## config.mk

```make
export PLATFORM = sky130hd
export DESIGN_NAME = fetch_ctrl
export DESIGN_NICKNAME = d
export VERILOG_FILES = /design/src/rtl/fetch_pkg.sv /design/src/rtl/fetch_fifo.sv /design/src/rtl/fetch_ctrl.sv
export SDC_FILE = /design/constraint.sdc
export NUM_CORES = 1
export LEC_CHECK = 0
export CAP_MARGIN = 5
export CORE_ASPECT_RATIO = 1.2
export CORE_MARGIN = 3
export CORE_UTILIZATION = 40
export DETAILED_ROUTE_END_ITERATION = 16
export PLACE_DENSITY_LB_ADDON = 0.05
export SLEW_MARGIN = 20
export SYNTH_ARGS = -nofsm -noshare
export SYNTH_HDL_FRONTEND = slang
export SYNTH_SLANG_ARGS = --single-unit
```

## constraint.sdc

```tcl
create_clock -name clk -period 2.75 [get_ports clk]
set_input_delay 0.275 -clock clk [delete_from_list [all_inputs] [get_ports clk]]
set_output_delay 0.275 -clock clk [all_outputs]
set_load 0.02 [all_outputs]
```

## src/rtl/fetch_pkg.sv

```systemverilog
// Shared types and helpers for the instruction-fetch sequencer.
//   NOP_INSTR     : instruction presented on the output while nothing has been fetched
//   fetch_entry_t : fetch-queue payload, the instruction tagged with its PC
//   pc_align()    : clears the byte-offset bits of a PC
package fetch_pkg;

  localparam logic [31:0] NOP_INSTR = 32'h0000_0013;

  typedef struct packed {
    logic [31:0] pc;
    logic [31:0] instr;
  } fetch_entry_t;

  function automatic logic [31:0] pc_align(input logic [31:0] pc);
    return {pc[31:2], 2'b00};
  endfunction

endpackage

```

## src/rtl/fetch_fifo.sv

```systemverilog
// Synchronous FIFO holding fetched instructions toward decode.
// Ports:
//   clk, rst_n  : clock, asynchronous active-low reset
//   push, wdata : enqueue one entry
//   pop         : dequeue the head entry (ignored when empty)
//   flush       : drop every entry; wins over a same-cycle push
//   head        : oldest entry, read straight from the storage registers
//   head_valid  : registered "not empty"
//   count       : number of occupied entries
module fetch_fifo
  import fetch_pkg::*;
#(
  parameter int unsigned DEPTH   = 4,
  parameter type         T       = fetch_entry_t,
  parameter T            RST_VAL = T'('0)
) (
  input  logic                   clk,
  input  logic                   rst_n,
  input  logic                   push,
  input  T                       wdata,
  input  logic                   pop,
  input  logic                   flush,
  output T                       head,
  output logic                   head_valid,
  output logic [$clog2(DEPTH):0] count
);

  localparam int unsigned AW = $clog2(DEPTH);
  localparam int unsigned CW = AW + 1;

  T              mem [DEPTH];
  logic [AW-1:0] rd_ptr;
  logic [AW-1:0] wr_ptr;
  logic [CW-1:0] cnt_q;
  logic [CW-1:0] cnt_d;
  logic          valid_q;
  logic          do_push;
  logic          do_pop;

  assign do_push = push && !flush;
  assign do_pop  = pop && (cnt_q != CW'(0));

  // Occupancy after this cycle's push/pop.
  always_comb begin
    cnt_d = cnt_q;
    case ({do_push, do_pop})
      2'b10:   cnt_d = cnt_q + CW'(1);
      2'b01:   cnt_d = cnt_q - CW'(1);
      default: cnt_d = cnt_q;
    endcase
  end

  // Storage and pointers; at full, a push+pop writes the slot being vacated.
  always_ff @(posedge clk or negedge rst_n) begin
    if (!rst_n) begin
      rd_ptr  <= '0;
      wr_ptr  <= '0;
      cnt_q   <= '0;
      valid_q <= 1'b0;
      for (int i = 0; i < int'(DEPTH); i++) begin
        mem[i] <= RST_VAL;
      end
    end else if (flush) begin
      rd_ptr  <= '0;
      wr_ptr  <= '0;
      cnt_q   <= '0;
      valid_q <= 1'b0;
    end else begin
      if (do_push) begin
        mem[wr_ptr] <= wdata;
        wr_ptr      <= wr_ptr + AW'(1);
      end
      if (do_pop) begin
        rd_ptr <= rd_ptr + AW'(1);
      end
      cnt_q   <= cnt_d;
      valid_q <= (cnt_d != CW'(0));
    end
  end

  assign head       = mem[rd_ptr];
  assign head_valid = valid_q;
  assign count      = cnt_q;

  a_no_overflow : assert property (@(posedge clk) disable iff (!rst_n)
    !(do_push && !do_pop && (cnt_q == CW'(DEPTH))))
    else $error("fetch_fifo: push into a full queue");

  a_no_underflow : assert property (@(posedge clk) disable iff (!rst_n)
    !(pop && (cnt_q == CW'(0))))
    else $error("fetch_fifo: pop from an empty queue");

endmodule

```

## src/rtl/fetch_ctrl.sv

```systemverilog
// Instruction-fetch sequencer in front of a 1-cycle-latency i-cache.
// Owns the PC, issues one word read per cycle while queue credit allows,
// tags each response with its PC and queues it toward decode.
// Ports:
//   clk, rst_n                  : clock, asynchronous active-low reset
//   fetch_en                    : permit new issues
//   redirect_valid, redirect_pc : flush and restart fetch at redirect_pc
//   ic_en, ic_addr              : i-cache read request (ic_en is combinational)
//   ic_rdata, ic_rvalid         : i-cache response, one cycle after ic_en
//   out_valid/out_ready         : handshake toward decode
//   out_instr, out_pc           : head instruction and its PC
//   fq_count                    : fetch-queue occupancy
module fetch_ctrl
  import fetch_pkg::*;
#(
  parameter logic [31:0] RESET_PC    = 32'h0000_0000,
  parameter int unsigned FQ_DEPTH    = 4,
  parameter int unsigned DEPTH_WORDS = 512
) (
  input  logic                      clk,
  input  logic                      rst_n,
  input  logic                      fetch_en,
  input  logic                      redirect_valid,
  input  logic [31:0]               redirect_pc,
  output logic                      ic_en,
  output logic [31:0]               ic_addr,
  input  logic [31:0]               ic_rdata,
  input  logic                      ic_rvalid,
  output logic                      out_valid,
  input  logic                      out_ready,
  output logic [31:0]               out_instr,
  output logic [31:0]               out_pc,
  output logic [$clog2(FQ_DEPTH):0] fq_count
);

  localparam int unsigned CW = $clog2(FQ_DEPTH) + 1;
  localparam int unsigned SW = CW + 1;
  localparam fetch_entry_t ENTRY_RST = '{pc: 32'h0, instr: NOP_INSTR};

  logic [31:0]  pc_q;
  logic [31:0]  pc_d;
  logic [31:0]  inflight_pc_q;
  logic [31:0]  inflight_pc_d;
  logic         inflight_q;
  logic         inflight_d;
  logic         kill_q;
  logic         kill_d;
  logic         issue;
  logic         push;
  logic         pop;
  logic [SW-1:0] credit_used;
  logic [SW-1:0] credit_lim;
  fetch_entry_t push_entry;
  fetch_entry_t head;

  assign pop = out_valid && out_ready;

  // Credit: queued + in-flight - popping must stay below FQ_DEPTH; rearranged
  // to avoid a negative intermediate. rst_n gates ic_en low during reset.
  always_comb begin
    credit_used = SW'(fq_count) + SW'(inflight_q);
    credit_lim  = SW'(FQ_DEPTH) + SW'(pop);
    issue       = rst_n && fetch_en && !redirect_valid && (credit_used < credit_lim);
  end

  assign ic_en   = issue;
  assign ic_addr = pc_q;

  // Next-state for PC, in-flight tracking and the stale-response kill flag.
  always_comb begin
    pc_d          = pc_q;
    inflight_d    = issue;
    inflight_pc_d = inflight_pc_q;
    kill_d        = kill_q;
    if (issue) begin
      pc_d          = pc_q + 32'd4;
      inflight_pc_d = pc_q;
    end
    if (redirect_valid) begin
      pc_d   = pc_align(redirect_pc);
      kill_d = inflight_q;
    end else if (kill_q) begin
      kill_d = 1'b0;
    end
  end

  always_ff @(posedge clk or negedge rst_n) begin
    if (!rst_n) begin
      pc_q          <= RESET_PC;
      inflight_q    <= 1'b0;
      inflight_pc_q <= RESET_PC;
      kill_q        <= 1'b0;
    end else begin
      pc_q          <= pc_d;
      inflight_q    <= inflight_d;
      inflight_pc_q <= inflight_pc_d;
      kill_q        <= kill_d;
    end
  end

  // A response is queued only if it belongs to a live read; a same-cycle
  // redirect discards it through the queue flush.
  assign push       = ic_rvalid && inflight_q && !kill_q;
  assign push_entry = '{pc: inflight_pc_q, instr: ic_rdata};

  fetch_fifo #(
    .DEPTH   (FQ_DEPTH),
    .T       (fetch_entry_t),
    .RST_VAL (ENTRY_RST)
  ) u_fifo (
    .clk        (clk),
    .rst_n      (rst_n),
    .push       (push),
    .wdata      (push_entry),
    .pop        (pop),
    .flush      (redirect_valid),
    .head       (head),
    .head_valid (out_valid),
    .count      (fq_count)
  );

  assign out_instr = head.instr;
  assign out_pc    = head.pc;

  a_rvalid_inflight : assert property (@(posedge clk) disable iff (!rst_n)
    ic_rvalid |-> inflight_q)
    else $error("fetch_ctrl: i-cache response with no read in flight");

  a_addr_range : assert property (@(posedge clk) disable iff (!rst_n)
    ic_en |-> ({2'b00, ic_addr[31:2]} < DEPTH_WORDS))
    else $warning("fetch_ctrl: i-cache address 0x%08h beyond cache depth", ic_addr);

endmodule
```

==> results of run 1 <==
[final cells by class]
type                            count  share of cell area (%)
Sequential cell                   318                    44.9
Multi-Input combinational cell    597                    33.1
Timing Repair Buffer              201                    11.9
Clock buffer                       51                    5.79
Tap cell                          456                    3.21
Clock inverter                     13                   0.613
Inverter                           17                   0.359
Antenna cell                        1                  0.0141
[placed cells by master, fill, tap and decap left out, types with 9 or more instances in the layout]
cell,instances
a21oi_1,10
mux2_2,249
nand2_1,106
mux4_2,62
nand3_1,18
buf_4,20
dfrtp_1,304
o21ai_1,12
nand4_1,9
o21ai_0,15
dfstp_2,12
clkbuf_16,37
nor2_1,14
inv_1,15
clkdlybuf4s50_1,147
buf_12,13
clkbuf_1,9
o211ai_1,10
[where the power goes]
| group | total [W] | switching (W) | internal (W) |
|---|---|---|---|
| Combinational | 0.00197 | 0.000918 | 0.00106 |
| Clock | 0.00461 | 0.00190 | 0.00272 |
| Sequential | 0.00542 | 0.000325 | 0.00510 |
[flip-flops by register name (all words and copies together), names as in the netlist]
signal,count
ic_addr,30
u_fifo.wr_ptr,2
inflight_q,1
u_fifo.head_valid,1
kill_q,1
u_fifo.rd_ptr,2
u_fifo.mem,248
inflight_pc_q,30
u_fifo.count,3
[metrics by stage]
stage               instances  utilization [%]  hold slack [ps]  setup WS (ps)  total power, W
floorplan                 992                -            -20.6            280         0.00650
global placement         1584             48.0             92.0            221         0.00752
finish                   1654             51.6              233           77.4          0.0120
global route             1653             51.6              237          0.451          0.0126
CTS                      1652             51.4              216           1.85          0.0122
detailed placement       1584             48.0             95.6            181         0.00755
[kinds of logic after synthesis]
group	count (synthesis)
DFF	318
muxes	313
and+or+nand+nor	186
buffers and inverters	77
AOI/OAI and AO/OA	74
xor gates and xnor gates	11
adders and majority gates	9
other	1
[critical path, stage by stage, from the launching register on]
cell and delay (ps):
dfrtp_4 530, buf_12 230, mux4_2 540, clkdlybuf4s50_1 550
[timing repair]
action	in CTS	in global routing
hold buffers	1	0
setup endpoints to repair	38	19
gates resized for setup	11	9
buffers inserted	3	1
hold endpoints to repair	57	0
[path summary, 6_finish.rpt]
check,to,slack [ps],depth (start not counted)
worst min register to register,u_fifo.mem[122]$_DFFE_PN0P_,500,1
max in group asynchronous,u_fifo.mem[203]$_DFFE_PN0P_,950,4
min in group clk,ic_addr[7]$_DFFE_PN0P_,320,3
worst max-delay path,out_instr[31],80,3
worst max register to register,ic_addr[23]$_DFFE_PN0P_,310,8
worst min-delay path,ic_addr[20]$_DFFE_PN0P_,230,2
[per-layer routing]
| metal | track usage [%] | up-vias | part of all wire [%] |
|---|---|---|---|
| li1 | - | 3996 | - |
| met1 | 26.2 | 4561 | 47 |
| met2 | 28.2 | 196 | 46 |
| met3 | 3.53 | 44 | 4.6 |
| met4 | 4.55 | 0 | 1.9 |
| met5 | 0 | - | 0 |
==> impl_metrics.json, run 1 <==
{
  "end_kind": "primary output",
  "min_period_ps": 2670,
  "synth_xor_area_share_pct": 0.682,
  "cap_viol_max_count": 0,
  "synth_most_common_cell": "dfrtp_1",
  "required_ps": 2480,
  "fin_skew_ps": 26.6,
  "synthTopCellsByCount": "306 x dfrtp_1, 249 x mux2_2, 111 x nand2_1",
  "drt_iter0_markers": 496,
  "setup_tns_ps": 0,
  "postPlaceCellArea_mm2": 0.0165,
  "yosys.area_share.adder_pct": 0.850,
  "clockBufferDepth": 3,
  "grt_pass1_wl_um": 53800,
  "wl_per_cell_um": 20.0,
  "pin_count": 171,
  "first_global_vias": 9435,
  "async_reset_ff_share_pct": 100,
  "regArea_mm2": 0.00798,
  "setup_viol": 0,
  "synth_warnings": 0,
  "n_fill_cell": 3048,
  "rsz0062_at_grt": "no",
  "row_count": 74,
  "tightest_slew_ps": 900,
  "max_slew_margin_pct": 40.0,
  "synth_seq_cells": 318,
  "drt_pass1_iterations": 4,
  "synth_top_area_cell": "dfrtp_1",
  "ys_types": 53,
  "cp_max_fo": 17,
  "die_h_um": 212,
  "hold_viol": 0,
  "cts_inserted_buffers": 36,
  "gr-total-overflow": 0,
  "antenna_found_initial": 1,
  "r2r-start": "u_fifo.count[0]$_DFF_PN0_",
  "slew_viol_final": 0,
  "num_vias": 8797,
  "cts_tree": "built",
  "status": "completed",
  "drc_errors": 0,
  "period_share_pct": 97.2,
  "powerDensity_mw_per_mm2": 676,
  "synth_compound_area_share_pct": 3.58,
  "core_mm2": 0.0344,
  "area_delta_synth_final_pct": 25.7,
  "start_kind": "flop",
  "synth-edff-count": 0,
  "synth-seq-area-share_pct": 56.4,
  "numPortBuffers": 164,
  "arrival_ps": 2400,
  "synth_mux_area_share_pct": 29.9,
  "place_congestion": 0.779,
  "peakVddDrop_mv": 0.366,
  "routed_wl_um": 33100,
  "netlist_top_cells_area": "dfrtp_1 54%, mux2_2 20%, mux4_2 9.9%",
  "clk_pin_slew_ps": 60,
  "multi_input_area_mm2": 0.00589,
  "timing.critical_path.from": "u_fifo.rd_ptr[0]$_DFFE_PN0P_",
  "grt_start_max_net_pins": 112,
  "viasPerCell": 5.32,
  "path_class": "reg2out",
  "synth_top_area_share_pct": 54.2,
  "clock_sinks": 318,
  "die_w_um": 178,
  "syn_area_mm2": 0.0141,
  "nNetsFinal": 1250,
  "leakage_nw": 8.29,
  "final_area_mm2": 0.0178,
  "fmax_ghz": 0.374,
  "drive_above_1_share_pct": 36.1,
  "cts_max_level": 2,
  "synthSimpleGateAreaFrac_pct": 6.29,
  "dpl.hpwl_um": 20900,
  "initial_utilization_pct": 41.0,
  "syn_area_per_cell_um2": 14.3,
  "clockRootBuffer": "clkbuf_16",
  "detail-route-antenna-nets": 0,
  "grt_use_total_pct": 18.1,
  "clk_latency_ps": 530,
  "hp-class": "in2async",
  "ys.flop_type": "dfrtp_1",
  "syn-instance-count": 989,
  "synth_top_family_by_area": "multiplexers",
  "die-area_mm2": 0.0376
}
No activity file was read; power rests on OpenSTA's default activity.
==> inputs of run 2 (changes only) <==
Settings changed: CAP_MARGIN 5 to unset, GPL_ROUTABILITY_DRIVEN set to 0.
==> results of run 2 <==
Same layout as run 1: the final DEF is identical, and so are final timing and power.
